## src/rtl/water_pkg.sv

```systemverilog
// Shared definitions for the drum water path: controller states, fault codes
// and the monitor mode encoding.
package water_pkg;

  localparam int LEVEL_W_DEFAULT = 10;

  typedef enum logic [2:0] {
    IDLE   = 3'd0,
    CLEAR  = 3'd1,
    FILL   = 3'd2,
    DRAIN  = 3'd3,
    SETTLE = 3'd4,
    FAULT  = 3'd5
  } state_t;

  localparam logic [1:0] FC_NONE    = 2'd0;
  localparam logic [1:0] FC_MONITOR = 2'd1;
  localparam logic [1:0] FC_TIMEOUT = 2'd2;

  localparam logic MODE_FILL  = 1'b1;
  localparam logic MODE_DRAIN = 1'b0;

endpackage

```

## src/rtl/flow_timer.sv

```systemverilog
// Loadable saturating down-counter shared by the timeout and settle phases.
// expired is high during the cycle whose decrement brings the count to zero.
module flow_timer #(
  parameter int CNT_W = 8
) (
  input  logic             clk,
  input  logic             reset,
  input  logic             load,
  input  logic             enable,
  input  logic [CNT_W-1:0] load_value,
  output logic             expired
);

  logic [CNT_W-1:0] count_r;

  // Count register: load wins over decrement, decrement stops at zero.
  always_ff @(posedge clk) begin
    if (reset) begin
      count_r <= {CNT_W{1'b0}};
    end else if (load) begin
      count_r <= load_value;
    end else if (enable && (count_r != {CNT_W{1'b0}})) begin
      count_r <= count_r - CNT_W'(1);
    end else begin
      count_r <= count_r;
    end
  end

  assign expired = (count_r <= CNT_W'(1));

endmodule

```

## src/rtl/water_flow_controller.sv

```systemverilog
// Drives the inlet valve and drain pump until the drum reaches a commanded
// level, coordinating clear/mode with the flow monitor and aborting on its error.
module water_flow_controller
  import water_pkg::*;
#(
  parameter int LEVEL_W        = LEVEL_W_DEFAULT,
  parameter int MAX_LEVEL      = 900,
  parameter int SETTLE_CYCLES  = 5,
  parameter int TIMEOUT_CYCLES = 50,
  parameter int CNT_W          = 8
) (
  input  logic               clk,
  input  logic               reset,
  input  logic               start,
  input  logic               cmd_fill,
  input  logic [LEVEL_W-1:0] target_level,
  input  logic               abort,
  input  logic               clear_fault,
  input  logic [LEVEL_W-1:0] water_level_sensor,
  input  logic               error_flag,
  output logic               inlet_valve,
  output logic               drain_pump,
  output logic               mode,
  output logic               monitor_clear,
  output logic               busy,
  output logic               done,
  output logic               fault,
  output logic [1:0]         fault_code
);

  state_t             state_r, next_state_s;
  logic [LEVEL_W-1:0] tgt_r, tgt_next_s, clamped_s;
  logic               cmd_fill_r, cmd_next_s;
  logic               first_r;
  logic               timer_load_s, timer_en_s, timer_expired_s;
  logic [CNT_W-1:0]   timer_value_s;
  logic               inlet_next_s, drain_next_s, mode_next_s, mclr_next_s;
  logic               busy_next_s, done_next_s, fault_next_s;
  logic [1:0]         code_next_s;
  logic               reached_fill_s, reached_drain_s;

  assign clamped_s = (target_level > LEVEL_W'(MAX_LEVEL)) ? LEVEL_W'(MAX_LEVEL)
                                                          : target_level;
  assign reached_fill_s  = (water_level_sensor >= tgt_r);
  assign reached_drain_s = (water_level_sensor <= tgt_r);

  flow_timer #(.CNT_W(CNT_W)) u_timer (
    .clk        (clk),
    .reset      (reset),
    .load       (timer_load_s),
    .enable     (timer_en_s),
    .load_value (timer_value_s),
    .expired    (timer_expired_s)
  );

  // Next-state logic; within FILL/DRAIN the order is target > abort > error > timeout.
  always_comb begin
    next_state_s  = state_r;
    tgt_next_s    = tgt_r;
    cmd_next_s    = cmd_fill_r;
    timer_load_s  = 1'b0;
    timer_value_s = CNT_W'(TIMEOUT_CYCLES);
    done_next_s   = 1'b0;
    code_next_s   = fault_code;
    timer_en_s    = (state_r == FILL) || (state_r == DRAIN) || (state_r == SETTLE);
    case (state_r)
      IDLE: begin
        if (start) begin
          tgt_next_s = clamped_s;
          cmd_next_s = cmd_fill;
          if ((cmd_fill && (water_level_sensor >= clamped_s)) ||
              (!cmd_fill && (water_level_sensor <= clamped_s))) begin
            next_state_s  = SETTLE;
            timer_load_s  = 1'b1;
            timer_value_s = CNT_W'(SETTLE_CYCLES);
          end else begin
            next_state_s = CLEAR;
          end
        end else begin
          next_state_s = IDLE;
        end
      end
      CLEAR: begin
        if (abort) begin
          next_state_s = IDLE;
        end else begin
          next_state_s = cmd_fill_r ? FILL : DRAIN;
          timer_load_s = 1'b1;
        end
      end
      FILL, DRAIN: begin
        if ((state_r == FILL) ? reached_fill_s : reached_drain_s) begin
          next_state_s  = SETTLE;
          timer_load_s  = 1'b1;
          timer_value_s = CNT_W'(SETTLE_CYCLES);
        end else if (abort) begin
          next_state_s = IDLE;
        end else if (error_flag && !first_r) begin
          next_state_s = FAULT;
          code_next_s  = FC_MONITOR;
        end else if (timer_expired_s) begin
          next_state_s = FAULT;
          code_next_s  = FC_TIMEOUT;
        end else begin
          next_state_s = state_r;
        end
      end
      SETTLE: begin
        if (abort) begin
          next_state_s = IDLE;
        end else if (timer_expired_s) begin
          next_state_s = IDLE;
          done_next_s  = 1'b1;
        end else begin
          next_state_s = SETTLE;
        end
      end
      FAULT: begin
        if (clear_fault) begin
          next_state_s = IDLE;
          code_next_s  = FC_NONE;
        end else begin
          next_state_s = FAULT;
        end
      end
      default: begin
        next_state_s = IDLE;
        code_next_s  = FC_NONE;
      end
    endcase
  end

  // Output values derived from the upcoming state so they register in step with it.
  always_comb begin
    inlet_next_s = (next_state_s == FILL);
    drain_next_s = (next_state_s == DRAIN);
    mclr_next_s  = (next_state_s == CLEAR);
    fault_next_s = (next_state_s == FAULT);
    busy_next_s  = (next_state_s != IDLE) && (next_state_s != FAULT);
    mode_next_s  = mode;
    case (next_state_s)
      CLEAR:   mode_next_s = cmd_next_s ? MODE_FILL : MODE_DRAIN;
      FILL:    mode_next_s = MODE_FILL;
      DRAIN:   mode_next_s = MODE_DRAIN;
      default: mode_next_s = mode;
    endcase
  end

  // State, latched command and registered outputs.
  always_ff @(posedge clk) begin
    if (reset) begin
      state_r       <= IDLE;
      tgt_r         <= {LEVEL_W{1'b0}};
      cmd_fill_r    <= 1'b0;
      first_r       <= 1'b0;
      inlet_valve   <= 1'b0;
      drain_pump    <= 1'b0;
      mode          <= MODE_FILL;
      monitor_clear <= 1'b0;
      busy          <= 1'b0;
      done          <= 1'b0;
      fault         <= 1'b0;
      fault_code    <= FC_NONE;
    end else begin
      state_r       <= next_state_s;
      tgt_r         <= tgt_next_s;
      cmd_fill_r    <= cmd_next_s;
      first_r       <= (state_r == CLEAR);
      inlet_valve   <= inlet_next_s;
      drain_pump    <= drain_next_s;
      mode          <= mode_next_s;
      monitor_clear <= mclr_next_s;
      busy          <= busy_next_s;
      done          <= done_next_s;
      fault         <= fault_next_s;
      fault_code    <= code_next_s;
    end
  end

endmodule
```

## config.mk

```make
export PLATFORM = sky130hd
export DESIGN_NAME = water_flow_controller
export DESIGN_NICKNAME = d
export VERILOG_FILES = /design/src/rtl/water_pkg.sv /design/src/rtl/flow_timer.sv /design/src/rtl/water_flow_controller.sv
export SDC_FILE = /design/constraint.sdc
export NUM_CORES = 1
export LEC_CHECK = 0
export ABC_AREA = 0
export BUFFER_PORTS_ARGS = -buffer_cell sky130_fd_sc_hd__clkbuf_2
export CAP_MARGIN = 20
export CORE_MARGIN = 2
export CORE_UTILIZATION = 30
export CTS_BUF_LIST = sky130_fd_sc_hd__clkbuf_4 sky130_fd_sc_hd__clkbuf_8
export DETAILED_ROUTE_END_ITERATION = 10
export REMOVE_ABC_BUFFERS = 1
export SLEW_MARGIN = 20
export SYNTH_ARGS = -nofsm -noshare
export SYNTH_HDL_FRONTEND = slang
export SYNTH_SLANG_ARGS = --single-unit
```

## constraint.sdc

```tcl
create_clock -name clk -period 4.6 [get_ports clk]
set_input_delay 0.46 -clock clk [delete_from_list [all_inputs] [get_ports clk]]
set_output_delay 0.46 -clock clk [all_outputs]
set_load 0.01 [all_outputs]
```

* Word level (Yosys, flattened, before mapping)
Index checks and enable logic that the tools add are counted.
** Word-level totals
- Word-level logic and storage cells :: 92
- Output and inout port bits :: 9
- Bits in registers :: 32
** Cells by class
- $add $sub $neg :: 1
- Magnitude comparators :: 6
- Reductions and logical operators :: 20
- Bitwise operators :: 2
- Equal/unequal tests :: 14
- Mux-type cells :: 36
** Operator list (count)
- 3-bit two-way mux :: 9
- 10-bit >= comparator :: 2
- 10-bit less-or-equal comparator :: 2
- 6-bit two-way mux :: 3
- 8-bit two-way mux :: 2
- 3-bit one-hot mux with 5 select lines :: 1
- 3-bit by 2-bit == test with 1-bit output (second input constant) :: 4
- 2-bit two-way mux :: 6
- 6-bit one-hot mux with 2 select lines :: 1
- 10-bit > comparator (second input constant) :: 1
- 1-bit two-way mux :: 10
- 10-bit two-way mux :: 1
- 3-bit == test (second input constant) :: 3
- 8-bit by 1-bit less-or-equal comparator with 1-bit output (second input constant) :: 1
- 8-bit nonzero test :: 1
- 8-bit by 1-bit subtractor with 8-bit output (second input constant) :: 1
- 3-bit by 1-bit == test with 1-bit output (second input constant) :: 2
- 2-bit != test (second input constant) :: 3
- 3-bit != test (second input constant) :: 2
- 1-bit one-hot mux with 3 select lines :: 2
- 2-bit one-hot mux with 3 select lines :: 1
- 3-bit nonzero test :: 2
- 3-bit OR reduction :: 2
- 1-bit logical AND :: 5
- other kinds (8) :: 12

* Depth between registers and ports, before layout
Gate-level depths: netlist of the first run.
- Depth after elaboration :: 10
- Mapped depth :: 11

* Modules after synthesis
A second synthesis of the first run with hierarchy kept.
** Unflattened totals
- Cell total of the unflattened synthesis :: 274
- Area, all modules :: 2225.9 sq um
** Modules (own cells, without submodules)
- water_flow_controller :: area an instance 1667.8 sq um, cells an instance 206, instances 1, seq. area each 480.5 sq um
- flow_timer :: area an instance 558.0 sq um, cells an instance 68, instances 1, seq. area each 160.2 sq um

* Least setup slack after synthesis of the first run
OpenSTA, ideal clock, no wires.
- Path type :: input port to flip-flop
- Start point :: input target_level[3]
- End point :: register monitor_clear
- Stages on the path :: 11
- Path slack :: 1.749 ns
- Arrival time :: 2.735 ns
- Required time :: 4.484 ns
- Setup time :: 0.116 ns
- Path buffers :: 0
- Cells stage by stage :: nor4_1 > a21oi_1 > nand2b_1 > ha_1 > nand2b_1 > a211oi_1 > or4_2 > nand4_1 > o221ai_4 > and2_4 > and3_2
** On the way
- Word-level cells in the longest chain between the ends :: 9
- Elaborated cells on any way between the ends :: 11
- Those cells by class :: 3 x order compare; 1 x eq/ne; 4 x mux; 3 x reduce/logical
** Ends and longest elaborated chain
- start: declaration :: line water_flow_controller.sv:16 : input logic [LEVEL_W-1:0] target_level,
- 10-bit > comparator :: line water_flow_controller.sv:42 : assign clamped_s = (target_level > LEVEL_W'(MAX_LEVEL)) ? LEVEL_W'(MAX_LEVEL)
- 10-bit two-way mux * :: line water_flow_controller.sv:42
- 10-bit >= comparator or 10-bit less-or-equal comparator (tied branches) :: line water_flow_controller.sv:71, water_flow_controller.sv:72
- 1-bit logical AND (on tied branches) :: line water_flow_controller.sv:71, water_flow_controller.sv:72
- 1-bit logical OR * :: line water_flow_controller.sv:71 : if ((cmd_fill && (water_level_sensor >= clamped_s)) ||
- 3-bit two-way mux * :: line water_flow_controller.sv:71
- 3-bit two-way mux * :: line water_flow_controller.sv:68 : if (start) begin
- 3-bit one-hot mux with 5 select lines * :: line water_flow_controller.sv:66 : case (state_r)
- 3-bit by 1-bit == test with 1-bit output * :: line water_flow_controller.sv:137 : mclr_next_s = (next_state_s == CLEAR);
- end signal: assignment :: line water_flow_controller.sv:172 : monitor_clear <= mclr_next_s;
- end: declaration :: line water_flow_controller.sv:24 : output logic monitor_clear,
Mark *: on every way between the ends. The rest lies on a longest branch, timed or not.
A chain may end at the register's enable or synchronous reset.

* Worst setup path in the final report of the first run
- Start point :: input target_level[7]
- End point :: register monitor_clear
Same word-level chain as after synthesis.

==> results.cfg, run 1 <==
[timing]
tns_ns = 0
hold_viol_final = 0
rsz0062_at_grt = no
drv_slew = 0
min_period_ns = 2.88
worst_pin_slew_ns = 0.644
relSlewSlack = 0.568
fmaxAchievable_mhz = 348
fin_crit_sh = 0.625
skew_ns = 0.00644
setup-violations-final = 0

[synthesis]
synth_top_family_by_area = simple AND/OR/NAND/NOR gates
yosysWarnings = 0
ys_seq_elements = 32
yosysTopAreaCell = dfxtp_1
syn-cell-area_um2 = 2070
yosys.area_share.simple = 0.263
async_flop_share = 0
yosysMostFrequentCell = dfxtp_1
synth-edff-count = 0
synth_common_cells = dfxtp_1, nand2_1, a21oi_1
yosys_most_used_dff = dfxtp_1
synth.distinct_cells = 53
syn_avg_cell_area_um2 = 8.30
yosys.area.top_type_share = 0.310
synth-compound-area-share = 0.196
synth.yosys.seq_area_share = 0.310
synthCells = 249
synth_adder_area_share = 0.133
synth.area.mux_share = 0.00969
synth-xor-area-share = 0.0382
synthTopCellsByArea = dfxtp_1, ha_1, a21oi_1

[pwr]
irDropWorstVdd_mv = 0.0994
power.density_nw_per_um2 = 342
p_leak_nw = 1.03

[placement]
portBuffers = 35
dp_hpwl_um = 3700
gp_congestion = 0.814

[clocking]
clock_latency_ns = 0.29
h-tree-depth = 2
clock_tree.buffer_depth = 2
cts_sinks = 32
post_cts_buffers = 0
ctsHoldBuffers = 0
cts_buffers = 5
clkTransAtPathRegs_ns = 0.08
tritoncts = done
cts_resized = 0
cts.root.buffer_cell = clkbuf_8

[floorplanning]
row_count = 30
core_um2 = 6720
dieWidth_um = 87.0
ios = 36
design.die.area_um2 = 7570
fp.dieH_um = 87.0
start_util = 0.307

[run_status]
status = finished clean

[finish]
diodes = 0
multi_input_area_um2 = 1330
layout.area.seq_um2 = 641
drive_above_1_share = 0.203
area_delta_synth_final_pct = 16.6
finalCoreUtilization = 0.358
nFillCells = 715
nets = 334

[critical_path]
max_stage_delay_ns = 0.60
path_common_cell = nand4_1
end_kind = register
worstPathArrival_ns = 3.07
critPathKind = in2reg
worstPathMaxFanout = 9
crit_slowest_cell = or4_2
start_kind = primary input
cp.required_ns = 4.79
worstPathCellList = clkbuf_2, nand3_1, a21oi_1, nor2_1, ha_1, nand4_1, a211oi_1, or4_2, nand4_1, o221ai_4, and2_4, and3_2

[global_routing]
track_usage = 0.130
grt_max_degree = 30
grt_first_pass_wirelength_um = 7740
grt_antenna_before_repair = 0
overflow = 0
first_global_vias = 1649

[drt]
wl_per_cell_um = 13.0
num_vias = 1834
drc = 0
ant_nets = 0
totalWireLength_um = 4770
dr.pass1.iters = 4
via_per_inst = 5.01
drtIter0Drc = 115

[worst_hold_path]
hold_class = in2reg

[job]
drv_cap = 0
## layout by cell type, fill, tap and decap left out, types with 3 or more instances in the layout
cell type and count:
o21a_1 3, nor3_1 3, and4_1 3, clkbuf_8 5, clkbuf_2 35, nand3b_1 3
nand2b_1 5, a21o_1 3, nand4_1 3, nor4_1 8, ha_1 22, a211oi_1 4
a21oi_1 26, nand3_1 7, o21ai_0 7, xnor2_1 7, dfxtp_1 32, nor2_1 20
nand2_1 30, inv_1 17
## final cells by class
class                      count  area share
clock buffer                   5      0.0286
clock inverter                 3     0.00987
inverter                      17      0.0265
multi-input combinational    193       0.552
sequential                    32       0.266
tap                           80      0.0416
timing repair buffer          36      0.0758
## metrics by stage
step	cell area [um^2]	hold WS [ns]	power [mW]	instances	setup WS, ns
detailed placement	2320	0.450	0.603	358	1.41
CTS	2410	0.410	0.831	366	1.73
global route	2410	0.436	0.878	366	1.52
global placement	2320	0.443	0.601	358	1.48
finish	2410	0.413	0.824	366	1.72
floorplan	2030	0.430	0.530	242	1.75
## flip-flops by register name, indices dropped and copies added, names as in the netlist
signal	flops
fault	1
busy	1
u_timer.count_r	8
monitor_clear	1
mode	1
state_r	3
cmd_fill_r	1
inlet_valve	1
tgt_r	10
drain_pump	1
fault_code	2
done	1
first_r	1
## kinds of logic after synthesis
group | Yosys count
AND/OR/NAND/NOR | 102
AO/OA/AOI/OAI | 58
flip-flops | 32
buffers and inverters | 24
adder cells (fa/ha/maj) | 22
XOR/XNOR | 9
multiplexers | 2
## critical path, delay by kind of cell
family / cells / cell delay (ns)
adder cells (fa/ha/maj): 1 / 0.28
AO/OA/AOI/OAI: 3 / 0.51
AND/OR/NAND/NOR: 7 / 1.70
buffers and inverters: 1 / 0.10
## power by group
group | total [mW] | internal, mW | switching [mW]
combinational | 0.270 | 0.121 | 0.149
sequential | 0.329 | 0.305 | 0.0247
clock | 0.225 | 0.107 | 0.118
total | 0.824 | 0.532 | 0.292
## path summary, 6_finish.rpt
path	endpoint	cells past startpoint	slack, ns	start
worst min-delay path	tgt_r[7]	3	0.41	target_level[7]
worst min register to register	tgt_r[8]	2	0.46	tgt_r[8]
worst max-delay path	monitor_clear	12	1.72	target_level[7]
worst max register to register	u_timer.count_r[1]	9	1.96	tgt_r[9]
## per-layer routing
metal  up-vias  track usage  wire length (um)
met1       838        0.173              2310
met2        30        0.208              2180
met4         0       0.0455                60
li1        961            -                 -
met5         -            0                 0
met3         5       0.0256               210
Power figures use the tool's default switching activity.
==> inputs of run 2 (changes only) <==
==> constraint.sdc (replaced) <==
create_clock -name clk -period 2.7 [get_ports clk]
set_input_delay 0.27 -clock clk [delete_from_list [all_inputs] [get_ports clk]]
set_output_delay 0.27 -clock clk [all_outputs]
set_load 0.01 [all_outputs]
==> results.cfg, run 2 (synthesized netlist as in run 1, its figures left out) <==
[finish]
final_cell_mix = clkbuf_2, dfxtp_1, nand2_1
largest_reg_flops = 10
top_register = tgt_r
nFillCells = 686
nets = 353
top_regs = tgt_r x10, u_timer.count_r x8, state_r x3
drive_above_1_share = 0.275
diodes = 0
finalInstanceArea_um2 = 2590
area_delta_synth_final_pct = 25.3
multi_input_area_um2 = 1370
finalCoreUtilization = 0.385
mostFrequentLayoutCell = clkbuf_2
layout.area.seq_um2 = 641

[global_routing]
grt_antenna_before_repair = 0
grt_first_pass_wirelength_um = 8540
first_global_vias = 1879
overflow = 0
grt_max_degree = 30
track_usage = 0.141

[critical_path]
rr_worst_depth = 10
startpoint = target_level[3]
cp.required_ns = 2.89
end_kind = register
r2r-start = tgt_r[9]
rrSetupSlack_ns = 0.19
worstPathArrival_ns = 2.74
critPathKind = in2reg
start_kind = primary input
reg2reg_to = fault_code[1]
worstPathMaxFanout = 6

[clocking]
clock_latency_ns = 0.29
cts_sinks = 32
h-tree-depth = 2
ctsHoldBuffers = 0
cts_buffers = 5
post_cts_buffers = 0
clock_tree.buffer_depth = 2
cts_resized = 0
tritoncts = done
cts.root.buffer_cell = clkbuf_8
clkTransAtPathRegs_ns = 0.07

[timing]
relSlewSlack = 0.598
hold_viol_final = 0
fmaxAchievable_mhz = 391
setup-violations-final = 0
skew_ns = 0.00660
fin_crit_sh = 0.947
worst_pin_slew_ns = 0.602
min_period_ns = 2.56
fin_hold_ws_ns = 0.255
drv_slew = 0

[pwr]
p_leak_nw = 1.13
irDropWorstVdd_mv = 0.205
power.density_nw_per_um2 = 553
power.total_mw = 1.43

[run_status]
status = finished clean

[placement]
placed_area_um2 = 2460
gp_congestion = 0.768
portBuffers = 35
dp_hpwl_um = 3850

[drt]
via_per_inst = 4.95
wl_per_cell_um = 12.9
dr.pass1.iters = 4
totalWireLength_um = 4960
drtIter0Drc = 157
num_vias = 1904
ant_nets = 0
drc = 0

[floorplanning]
start_util = 0.307
core_um2 = 6720
row_count = 30
ios = 36
dieWidth_um = 87.0
fp.dieH_um = 87.0
design.die.area_um2 = 7570

[worst_hold_path]
hold_class = in2reg
whs_path_depth = 2
min_to = done
holdCritStartpoint = abort

[job]
drv_cap = 0
run 2: cell types whose count changed in the layout (fill, tap and decap cells not counted), sizes merged:
cell      previous run  this run
buf                  1        20
clkinv               1         3
clkinvlp             2         0
run 2: critical path: stages:
cell,delay (ns)
clkbuf_2,0.11
nor4_4,0.28
a21oi_2,0.11
nand2b_4,0.15
ha_1,0.28
nand2b_1,0.09
a211oi_2,0.07
or4_2,0.61
nand4_1,0.23
o221ai_4,0.16
and2_4,0.20
and3_2,0.19
run 2: metal layers:
metal | GRT usage | share of wire | routed length (um)
met1 | 0.194 | 0.49 | 2440
met2 | 0.226 | 0.47 | 2310
met3 | 0.0284 | 0.034 | 170
met4 | 0.0341 | 0.0065 | 32
met5 | 0 | 0 | 0
run 2: power breakdown:
group	leakage, nW	switching (mW)	internal, mW
Sequential	0.261	0.0434	0.519
Clock	0.0479	0.189	0.179
Combinational	0.823	0.264	0.236
run 2: worst max path at each step:
| stage | end | slack (ns) | depth (start not counted) |
|---|---|---|---|
| finish | monitor_clear | 0.14 | 12 |
| global route | monitor_clear | -0.02 | 12 |
| CTS | fault_code[1] | 0.08 | 10 |
| detailed placement | busy | -0.16 | 13 |
| global placement | busy | -0.12 | 13 |
| floorplan | monitor_clear | 0.04 | 11 |
run 2: through the flow:
stage / worst slack (ns) / std cells / setup TNS [ns]
floorplan: 0.0388 / 242 / 0
global placement: -0.124 / 377 / -0.938
detailed placement: -0.160 / 377 / -1.21
CTS: 0.0830 / 385 / 0
global route: -0.0231 / 385 / -0.0403
finish: 0.144 / 385 / 0
run 2: cell type report:
cell class | instances | share of cell area
well taps | 80 | 0.0387
flip-flops and latches | 32 | 0.248
repair buffers | 55 | 0.126
inverters | 17 | 0.0247
multi-input cells | 193 | 0.529
clock buffers | 5 | 0.0266
clock inverters | 3 | 0.00725
==> inputs of run 3 (changes only) <==
--- a/config.mk
+++ b/config.mk
@@ -12,6 +12,7 @@
 export CORE_UTILIZATION = 30
 export CTS_BUF_LIST = sky130_fd_sc_hd__clkbuf_4 sky130_fd_sc_hd__clkbuf_8
 export DETAILED_ROUTE_END_ITERATION = 10
+export PLACE_DENSITY = 0.49
 export REMOVE_ABC_BUFFERS = 1
 export SLEW_MARGIN = 20
 export SYNTH_ARGS = -nofsm -noshare
==> constraint.sdc (replaced) <==
create_clock -name clk -period 2.7 [get_ports clk]
set_input_delay 0.405 -clock clk [delete_from_list [all_inputs] [get_ports clk]]
set_output_delay 0.405 -clock clk [all_outputs]
set_load 0.01 [all_outputs]
==> results.cfg, run 3 (synthesized netlist as in run 1, its figures left out) <==
[drt]
totalWireLength_um = 5310
via_per_inst = 4.98
wl_per_cell_um = 13.6
ant_nets = 0
drtIter0Drc = 85
num_vias = 1949
dr.pass1.iters = 5
drc = 0

[pwr]
power.total_mw = 1.48
power.density_nw_per_um2 = 558
p_leak_nw = 1.16
irDropWorstVdd_mv = 0.219

[timing]
setup-violations-final = 0
rsz0062_at_grt = no
drv_slew = 0
hold_viol_final = 0
min_period_ns = 2.58
fmaxAchievable_mhz = 387
worst_pin_slew_ns = 0.488
skew_ns = 0.00614
relSlewSlack = 0.674
fin_crit_sh = 0.956
fin_hold_ws_ns = 0.402

[clocking]
cts_sinks = 32
cts.root.buffer_cell = clkbuf_8
clkTransAtPathRegs_ns = 0.08
clock_tree.buffer_depth = 2
h-tree-depth = 2
tritoncts = done
ctsHoldBuffers = 0
clock_latency_ns = 0.29
cts_buffers = 5

[worst_hold_path]
hold_class = in2reg
min_to = done
holdCritStartpoint = abort
whs_path_depth = 2

[job]
drv_cap = 0

[finish]
fin_cells = 391
largest_reg_flops = 10
top_regs = tgt_r x10, u_timer.count_r x8, state_r x3
area_delta_synth_final_pct = 28.7
nFillCells = 697
final_cell_mix = clkbuf_2, dfxtp_1, nand2_1
nets = 359
diodes = 0
drive_above_1_share = 0.293
top_register = tgt_r
mostFrequentLayoutCell = clkbuf_2
finalCoreUtilization = 0.396

[critical_path]
path_common_cell = nand4_1
reg2reg_to = fault_code[1]
r2r-start = tgt_r[9]
rr_worst_depth = 10
worstPathCellList = clkbuf_2, nor4_4, a21oi_2, nor2_2, ha_1, nand4_1, a211oi_2, or4_4, nand4_1, buf_4, o221ai_4, and2_4, and3_2
path_buf_inv = 2
crit_slowest_cell = or4_4
max_stage_delay_ns = 0.47
critPathKind = in2reg
end_kind = register
worstPathArrival_ns = 2.77
worstPathMaxFanout = 6
cp.required_ns = 2.89
rrSetupSlack_ns = 0.17
start_kind = primary input
cp_top_family = simple AND/OR/NAND/NOR gates
startpoint = target_level[3]

[floorplanning]
dieWidth_um = 87.0
row_count = 30
start_util = 0.307
fp.dieH_um = 87.0
ios = 36
design.die.area_um2 = 7570
core_um2 = 6720

[placement]
dp_hpwl_um = 3960
portBuffers = 35
gp_congestion = 0.792
dp.cells = 378

[run_status]
status = finished clean

[global_routing]
track_usage = 0.147
grt_first_pass_wirelength_um = 8690
overflow = 0
first_global_vias = 1895
grt_antenna_before_repair = 0
grt_max_degree = 21
run 3: per-layer routing:
layer	wire length, um	GRT usage
met3	151	0.0265
met1	2650	0.194
met4	38	0.0483
met5	0	0
met2	2470	0.241
run 3: power breakdown:
group          internal [mW]  switching [mW]  leakage [nW]
Combinational          0.251           0.271         0.856
Clock                  0.206           0.192        0.0434
Sequential             0.519          0.0440         0.261
run 3: cell type report:
class	instances	area (um^2)	share of cell area
clock buffers	6	82.6	0.0311
clock inverters	2	15.0	0.00565
inverters	17	63.8	0.0240
multi-input cells	193	1390	0.521
flip-flops and latches	32	641	0.241
well taps	80	100	0.0376
repair buffers	61	370	0.139
run 3: how the worst max path moves through the flow:
stage	depth (start not counted)	endpoint
3_3_place_gp	12	monitor_clear
2_1_floorplan	11	monitor_clear
3_5_place_dp	12	monitor_clear
4_1_cts	13	u_timer.count_r[6]
5_1_grt	13	monitor_clear
6_report	13	monitor_clear
run 3: through the flow:
step           worst slack, ns  setup TNS, ns  instance area (um^2)
4_1_cts                  0.102              0                  2600
2_1_floorplan          -0.0962         -0.151                  2030
3_5_place_dp            -0.381          -4.54                  2470
3_3_place_gp            -0.369          -4.57                  2470
5_1_grt               0.000999              0                  2660
6_report                 0.118              0                  2660
run 3: what timing repair did:
| action | CTS | global route |
|---|---|---|
| endpoints found under the setup margin | 9 | 13 |
| buffers inserted | 4 | 1 |
| pin swaps | 9 | 3 |
| resized for setup | 2 | 10 |
